**src/rtl/key_press_encoder.sv**
```systemverilog
`default_nettype none
// +----------------------------------------------------------------------------+
// | key_press_encoder: sync + debounce active-low KEYs, deliver press events    |
// | over valid/ack. Optional release events: define KEY_RELEASE_EVT_EN.         |
// | Revision: 1.0                                                               |
// +----------------------------------------------------------------------------+
module key_press_encoder #(
    parameter int NUM_KEYS        = 4,
    parameter int DEBOUNCE_CYCLES = 500000,
    parameter int CNT_W           = 19
) (
    input  logic                clock,
    input  logic                resetn,
    input  logic [NUM_KEYS-1:0] key_n,
    input  logic                enable,
    input  logic                press_ack,
    output logic                press_valid,
    output logic [NUM_KEYS-1:0] press_onehot,
    output logic [1:0]          press_index,
    output logic                multi_press,
    output logic                overrun,
    output logic                press_release,
    output logic [NUM_KEYS-1:0] keys_level
);

    localparam logic [0:0]       S_IDLE    = 1'b0;
    localparam logic [0:0]       S_PENDING = 1'b1;
    localparam logic [CNT_W-1:0] CNT_LAST  = CNT_W'(DEBOUNCE_CYCLES - 1);

    logic [NUM_KEYS-1:0] sync1_q, sync2_q;
    logic [NUM_KEYS-1:0] stable_q, stable_d;
    logic [NUM_KEYS-1:0] w_sync_lvl, w_upd, w_rise;
    logic [NUM_KEYS-1:0] w_evt_vec;
    logic                w_evt_multi, w_evt_rel;

    logic [NUM_KEYS-1:0] edge_q;
    logic                edge_multi_q, edge_rel_q;

    logic [0:0]          state_q, state_d;
    logic [NUM_KEYS-1:0] onehot_q, onehot_d;
    logic [1:0]          index_q, index_d;
    logic                multi_q, multi_d;
    logic                rel_q, rel_d;
    logic                overrun_q, overrun_d;
    logic                w_event, w_load, w_clear;

    function automatic logic f_many(input logic [NUM_KEYS-1:0] v);
        return |(v & (v - NUM_KEYS'(1)));
    endfunction

    function automatic logic [1:0] f_lowest(input logic [NUM_KEYS-1:0] v);
        logic [1:0] idx;
        idx = '0;
        for (int i = NUM_KEYS - 1; i >= 0; i--) begin
            if (v[i]) idx = 2'(i);
        end
        return idx;
    endfunction

    // Synchronizer idles at "released" so a key held through reset still yields an event.
    always_ff @(posedge clock or negedge resetn) begin
        if (!resetn) begin
            sync1_q <= '1;
            sync2_q <= '1;
        end else begin
            sync1_q <= key_n;
            sync2_q <= sync1_q;
        end
    end

    assign w_sync_lvl = ~sync2_q;

    for (genvar k = 0; k < NUM_KEYS; k++) begin : g_debounce
        logic [CNT_W-1:0] cnt_q, cnt_d;
        logic             w_diff;

        assign w_diff   = w_sync_lvl[k] != stable_q[k];
        assign w_upd[k] = w_diff && (cnt_q == CNT_LAST);

        always_comb begin
            cnt_d = '0;
            if (w_diff && (cnt_q != CNT_LAST)) cnt_d = cnt_q + CNT_W'(1);
        end

        always_ff @(posedge clock or negedge resetn) begin
            if (!resetn) cnt_q <= '0;
            else         cnt_q <= cnt_d;
        end
    end

    assign stable_d = (stable_q & ~w_upd) | (w_sync_lvl & w_upd);
    assign w_rise   = stable_d & ~stable_q;

`ifdef KEY_RELEASE_EVT_EN
    logic [NUM_KEYS-1:0] w_fall;
    assign w_fall = stable_q & ~stable_d;

    // A press in the same cycle as a release wins; the release is not reported.
    always_comb begin
        w_evt_rel   = ~|w_rise && |w_fall;
        w_evt_vec   = w_evt_rel ? w_fall : w_rise;
        w_evt_multi = w_evt_rel ? f_many(w_fall) : (f_many(w_rise) || |stable_q);
    end
`else
    always_comb begin
        w_evt_rel   = 1'b0;
        w_evt_vec   = w_rise;
        w_evt_multi = f_many(w_rise) || |stable_q;
    end
`endif

    always_ff @(posedge clock or negedge resetn) begin
        if (!resetn) begin
            stable_q     <= '0;
            edge_q       <= '0;
            edge_multi_q <= 1'b0;
            edge_rel_q   <= 1'b0;
        end else begin
            stable_q     <= stable_d;
            edge_q       <= w_evt_vec;
            edge_multi_q <= w_evt_multi;
            edge_rel_q   <= w_evt_rel;
        end
    end

    assign w_event = |edge_q;

    always_comb begin
        state_d   = state_q;
        onehot_d  = onehot_q;
        index_d   = index_q;
        multi_d   = multi_q;
        rel_d     = rel_q;
        overrun_d = overrun_q;
        w_load    = 1'b0;
        w_clear   = 1'b0;
        case (state_q)
            S_IDLE: begin
                if (enable && w_event) begin
                    w_load  = 1'b1;
                    state_d = S_PENDING;
                end
            end
            S_PENDING: begin
                if (!enable) begin
                    w_clear = 1'b1;
                    state_d = S_IDLE;
                end else if (press_ack) begin
                    overrun_d = 1'b0;
                    if (w_event) begin
                        w_load = 1'b1;
                    end else begin
                        w_clear = 1'b1;
                        state_d = S_IDLE;
                    end
                end else if (w_event) begin
                    overrun_d = 1'b1;
                end
            end
            default: begin
                w_clear = 1'b1;
                state_d = S_IDLE;
            end
        endcase
        if (w_load) begin
            onehot_d = edge_q;
            index_d  = f_lowest(edge_q);
            multi_d  = edge_multi_q;
            rel_d    = edge_rel_q;
        end
        if (w_clear) begin
            onehot_d = '0;
            index_d  = '0;
            multi_d  = 1'b0;
            rel_d    = 1'b0;
        end
    end

    always_ff @(posedge clock or negedge resetn) begin
        if (!resetn) begin
            state_q   <= S_IDLE;
            onehot_q  <= '0;
            index_q   <= '0;
            multi_q   <= 1'b0;
            rel_q     <= 1'b0;
            overrun_q <= 1'b0;
        end else begin
            state_q   <= state_d;
            onehot_q  <= onehot_d;
            index_q   <= index_d;
            multi_q   <= multi_d;
            rel_q     <= rel_d;
            overrun_q <= overrun_d;
        end
    end

    assign press_valid   = (state_q == S_PENDING);
    assign press_onehot  = onehot_q;
    assign press_index   = index_q;
    assign multi_press   = multi_q;
    assign press_release = rel_q;
    assign overrun       = overrun_q;
    assign keys_level    = stable_q;

endmodule
`default_nettype wire

```
**config.mk**
```make
export PLATFORM = sky130hd
export DESIGN_NAME = key_press_encoder
export DESIGN_NICKNAME = d
export VERILOG_FILES = /design/src/rtl/key_press_encoder.sv
export SDC_FILE = /design/constraint.sdc
export NUM_CORES = 1
export LEC_CHECK = 0
export BUFFER_PORTS_ARGS = -buffer_cell sky130_fd_sc_hd__buf_2
export CAP_MARGIN = 20
export CORE_UTILIZATION = 55
export CTS_CLUSTER_SIZE = 24
export DETAILED_ROUTE_END_ITERATION = 16
export PLACE_DENSITY = 0.85
export SLEW_MARGIN = 15
export SYNTH_ARGS = -nofsm -noshare
export SYNTH_HDL_FRONTEND = slang
export SYNTH_SLANG_ARGS = --single-unit
```
**constraint.sdc**
```tcl
create_clock -name clock -period 2.1 [get_ports clock]
set_input_delay 0.21 -clock clock [delete_from_list [all_inputs] [get_ports clock]]
set_output_delay 0.21 -clock clock [all_outputs]
set_load 0.03 [all_outputs]
```
==> metrics <==
placement-stage worst setup slack=0.219 ns; number of enable flip-flop cells after synthesis=0; final count of pins violating max slew=0; global-route wire length before repair=14400 um; dpl hpwl=5730 um; Synthesized Nets=roughly 470; path type of the worst min-delay path=input pin to register; worst slew slack as a fraction of its limit=60.0%; final standard cell area without fillers=5220 um2; switching power of the nets=750 uW; Die Y=94.7 um; buffer cell driving the clock tree root=clkbuf_8; via count=roughly 3300; fraction of final layout cells with drive strength greater than 1=12.6%; starting density of the core=between 50 and 60%; cts hold-fix bufs=5; H-tree Lvls=3; number of antenna violations at the first check in global routing=0; async set-or-reset flop fraction in the synthesized netlist=100%; Setup TNS=0 ns; final cell utilization of the core=63.2%; dpl cell area=4970 um2; Switching Share=22.2%; met3 wire len=233 um; Clock Latency Late Sink=~0.37 ns; Mapped Area=roughly 4700 um2; cell type contributing the most total cell area after synthesis=dfrtp_1; number of max-cap violations=0; internal portion of total power=roughly 2600 uW; Worst Setup Start Kind=register; data required time of the worst path=2.39 ns; critical path's largest stage delay=between 0.3 and 0.4 ns; part of the cycle the worst path needs=89.8%; fin crit period=1.88 ns; pwr dens=between 600 and 700 nW/um2; maximum buffer depth of the clock tree=2; number of diodes added for antenna fixing=0; antenna-violating nets left=0; number of standard-cell rows in the floorplan=33; count of warnings emitted by yosys=0; hold worst-path end=overrun$_DFFE_PN0P_; average wire per cell in the routed design=13.6 um; Leakage=0.00237 uW; Final Worst Setup Slack=0.215 ns; CP arrival=2.17 ns; Worst R2R Setup Slack=0.22 ns; total die area=8970 um2; Met1 Wirelength=around 3800 um; IO Pins=22; TritonCTS clock tree=yes; logic depth of the worst register-to-register path=7; post-synth top area share=49.8%; Die Width=~95 um; Area contributors post-synth=dfrtp_1 50%, xor2_1 8.7%, nor2_1 6.7%; vias in the first global route=3278; end of the worst register-to-register path=edge_multi_q$_DFF_PN0_; number of optimization iterations in the first detailed-route pass=4; routability-driven placement congestion ratio=0.777; clock tree sinks=slightly above 100; wire length on met2=3990 um; layout-stage area growth over the synthesis result=10.4%; RSZ-0062 raised after global routing=false; Slew @ Worst Pin=0.594 ns; final WL=8160 um; uppermost routed layer=met4; Hold Vio Cnt, Final=0; clock-pin slew on the worst setup and hold paths=0.09 ns; number of instances in the synthesized netlist=455; startpoint of the worst hold path=press_ack; result of the run=completed; Overall Global Routing Usage=20.8%; proportion of synthesized chip area in sequential cells=54.2%; Std-Cell Core Area=just over 8000 um2; origin of the critical flop-to-flop path=g_debounce[2].cnt_q[0]$_DFF_PN0_; hold path cells=2; number of cells upsized or downsized after cts=0; crit path max-delay cell type=dfrtp_1; Port Buffer Count=20; cts bufs inserted=9; critical setup path kind=register to register; pin count of the biggest net entering global routing=44; final-layout fill cell count=679; highest net fanout along the worst path=5; crit path capture type=register; number of synthesized register bits=between 100 and 150; relative contribution of sequential cells to total power=59.8%; number of nets in the finished design=501; peak supply drop=449 uV; maximum clock rate=531 MHz; Fin Clk Skew=0.0144 ns; detailed-route vias per instance=5.49; number of setup violations in the final report=0; synthesized area per cell=10.4 um2; post-route DRC violation count=0; list of cells traversed by the critical path=ha_1 -> and4_1 -> nand4_1 -> nor4_1 -> buf_4 -> a211oi_1 -> o21ai_1; flip-flop cell with the highest count after synthesis=dfrtp_1; post-CTS repair timing setup buffer count=0; share of power burned in the clock network=36.2%; number of design-rule violations left by the first detailed-router iteration=121; Yosys cell types=44; Comb power frac=3.9%; global route total overflow=0
## cells in the mapped netlist (2+ instances only)
cell       n
dfrtp_1   94
nor3_1     8
and3_1    20
xor2_1    47
nand2b_1   3
nor4b_2    3
clkbuf_1   5
inv_1      8
o21ai_0    6
a211oi_1   2
xnor2_1   25
nand3_1   31
and2_1     2
o31ai_1    2
a22o_1     5
nor4_1     6
mux2_2     3
dfstp_2    8
ha_1       4
buf_2      5
nand2_1   36
nor4bb_1   3
nand4_1   10
nor4b_1    2
a31oi_1    2
nor2_1    84
nor2b_1    2
and4_1    13
## per-layer routing
| layer | vias up | track usage (%) |
|---|---|---|
| met4 | 0 | 8.33 |
| met1 | 1605 | 26.1 |
| met5 | - | 0 |
| met2 | 51 | 34.7 |
| met3 | 18 | 4.83 |
| li1 | 1616 | - |
## critical path: cells and delay by family (launching register included)
kind                     cells  cell delay, ns
AO/OA/AOI/OAI                2            0.21
buffers and inverters        1            0.20
flip-flops                   1            0.39
AND/OR/NAND/NOR              3            0.80
adder cells (fa/ha/maj)      1            0.21
## logic make-up (layout without fill, tap and decap cells)
logic type	count (synthesis)	in the layout	share of synthesized area [%]
AND/OR/NAND/NOR	229	229	24.8
flip-flops	102	102	54.2
XOR/XNOR	72	72	13.3
AO/OA/AOI/OAI	23	23	3.41
buffers and inverters	21	60	2.38
adder cells (fa/ha/maj)	4	4	1.06
multiplexers	3	3	0.715
other	1	1	0.0793
## cell type report
type | instances | area, um2 | area share (%)
clock buffers | 13 | 149 | 2.85
inverters | 8 | 30.0 | 0.575
clock inverters | 3 | 46.3 | 0.887
flip-flops and latches | 102 | 2560 | 49.1
repair buffers | 36 | 248 | 4.75
well taps | 105 | 131 | 2.52
multi-input cells | 332 | 2050 | 39.3
## placed cells by master (no fill, tap or decap), drive strengths merged, types with 2 or more instances in the layout
cell type,synthesis,final
xnor2,25,25
xor2,47,47
dlygate4sd3,0,5
a22o,5,5
nor4b,5,5
o21bai,2,2
dfstp,8,8
inv,8,8
a21oi,2,2
a31oi,2,2
nor3,8,8
and4,13,13
clkbuf,5,13
nand4,10,10
o31ai,2,2
nor2b,2,2
nor2,84,84
a211oi,2,2
nand2,36,36
dfrtp,94,94
buf,8,31
nor4,6,6
mux2,3,3
nand3,31,31
or4,2,2
o21ai,7,7
nand2b,4,4
and2,2,2
and3,20,20
ha,4,4
nor4bb,3,3
## power groups by stage
stage / clock network, uW / registers, uW / logic, uW
4_1_cts: 1260 / 2020 / 137
3_5_place_dp: 0 / 2060 / 130
6_report: 1220 / 2020 / 133
3_3_place_gp: 0 / 2060 / 125
5_1_grt: 1340 / 2030 / 153
2_1_floorplan: 0 / 2060 / 67.6
## through the flow
step | hold slack, ns | instances | total power [uW]
finish | 0.0495 | 599 | 3380
global route | 0.0438 | 599 | 3520
CTS | 0.0288 | 599 | 3420
detailed placement | 0.129 | 578 | 2190
global placement | 0.121 | 578 | 2180
floorplan | -0.0856 | 455 | 2120
## worst max-delay path by stage
stage,start,end,slack (ns),cells after the start
finish,g_debounce[2].cnt_q[0]$_DFF_PN0_,edge_multi_q$_DFF_PN0_,0.22,7
global route,g_debounce[1].cnt_q[0]$_DFF_PN0_,edge_multi_q$_DFF_PN0_,0.06,6
CTS,g_debounce[2].cnt_q[11]$_DFF_PN0_,g_debounce[2].cnt_q[5]$_DFF_PN0_,0.21,5
detailed placement,g_debounce[2].cnt_q[11]$_DFF_PN0_,g_debounce[2].cnt_q[2]$_DFF_PN0_,0.22,5
global placement,g_debounce[2].cnt_q[0]$_DFF_PN0_,edge_multi_q$_DFF_PN0_,0.31,7
floorplan,g_debounce[2].cnt_q[11]$_DFF_PN0_,g_debounce[2].cnt_q[17]$_DFF_PN0_,0.41,7
## registers in the layout, indices dropped and copies added (netlist names)
register / count
sync1_q: 4
overrun: 1
edge_multi_q: 1
sync2_q: 4
g_debounce.cnt_q: 76
multi_press: 1
press_valid: 1
press_onehot: 4
edge_q: 4
press_index: 2
keys_level: 4
Power figures use the tool's default switching activity.
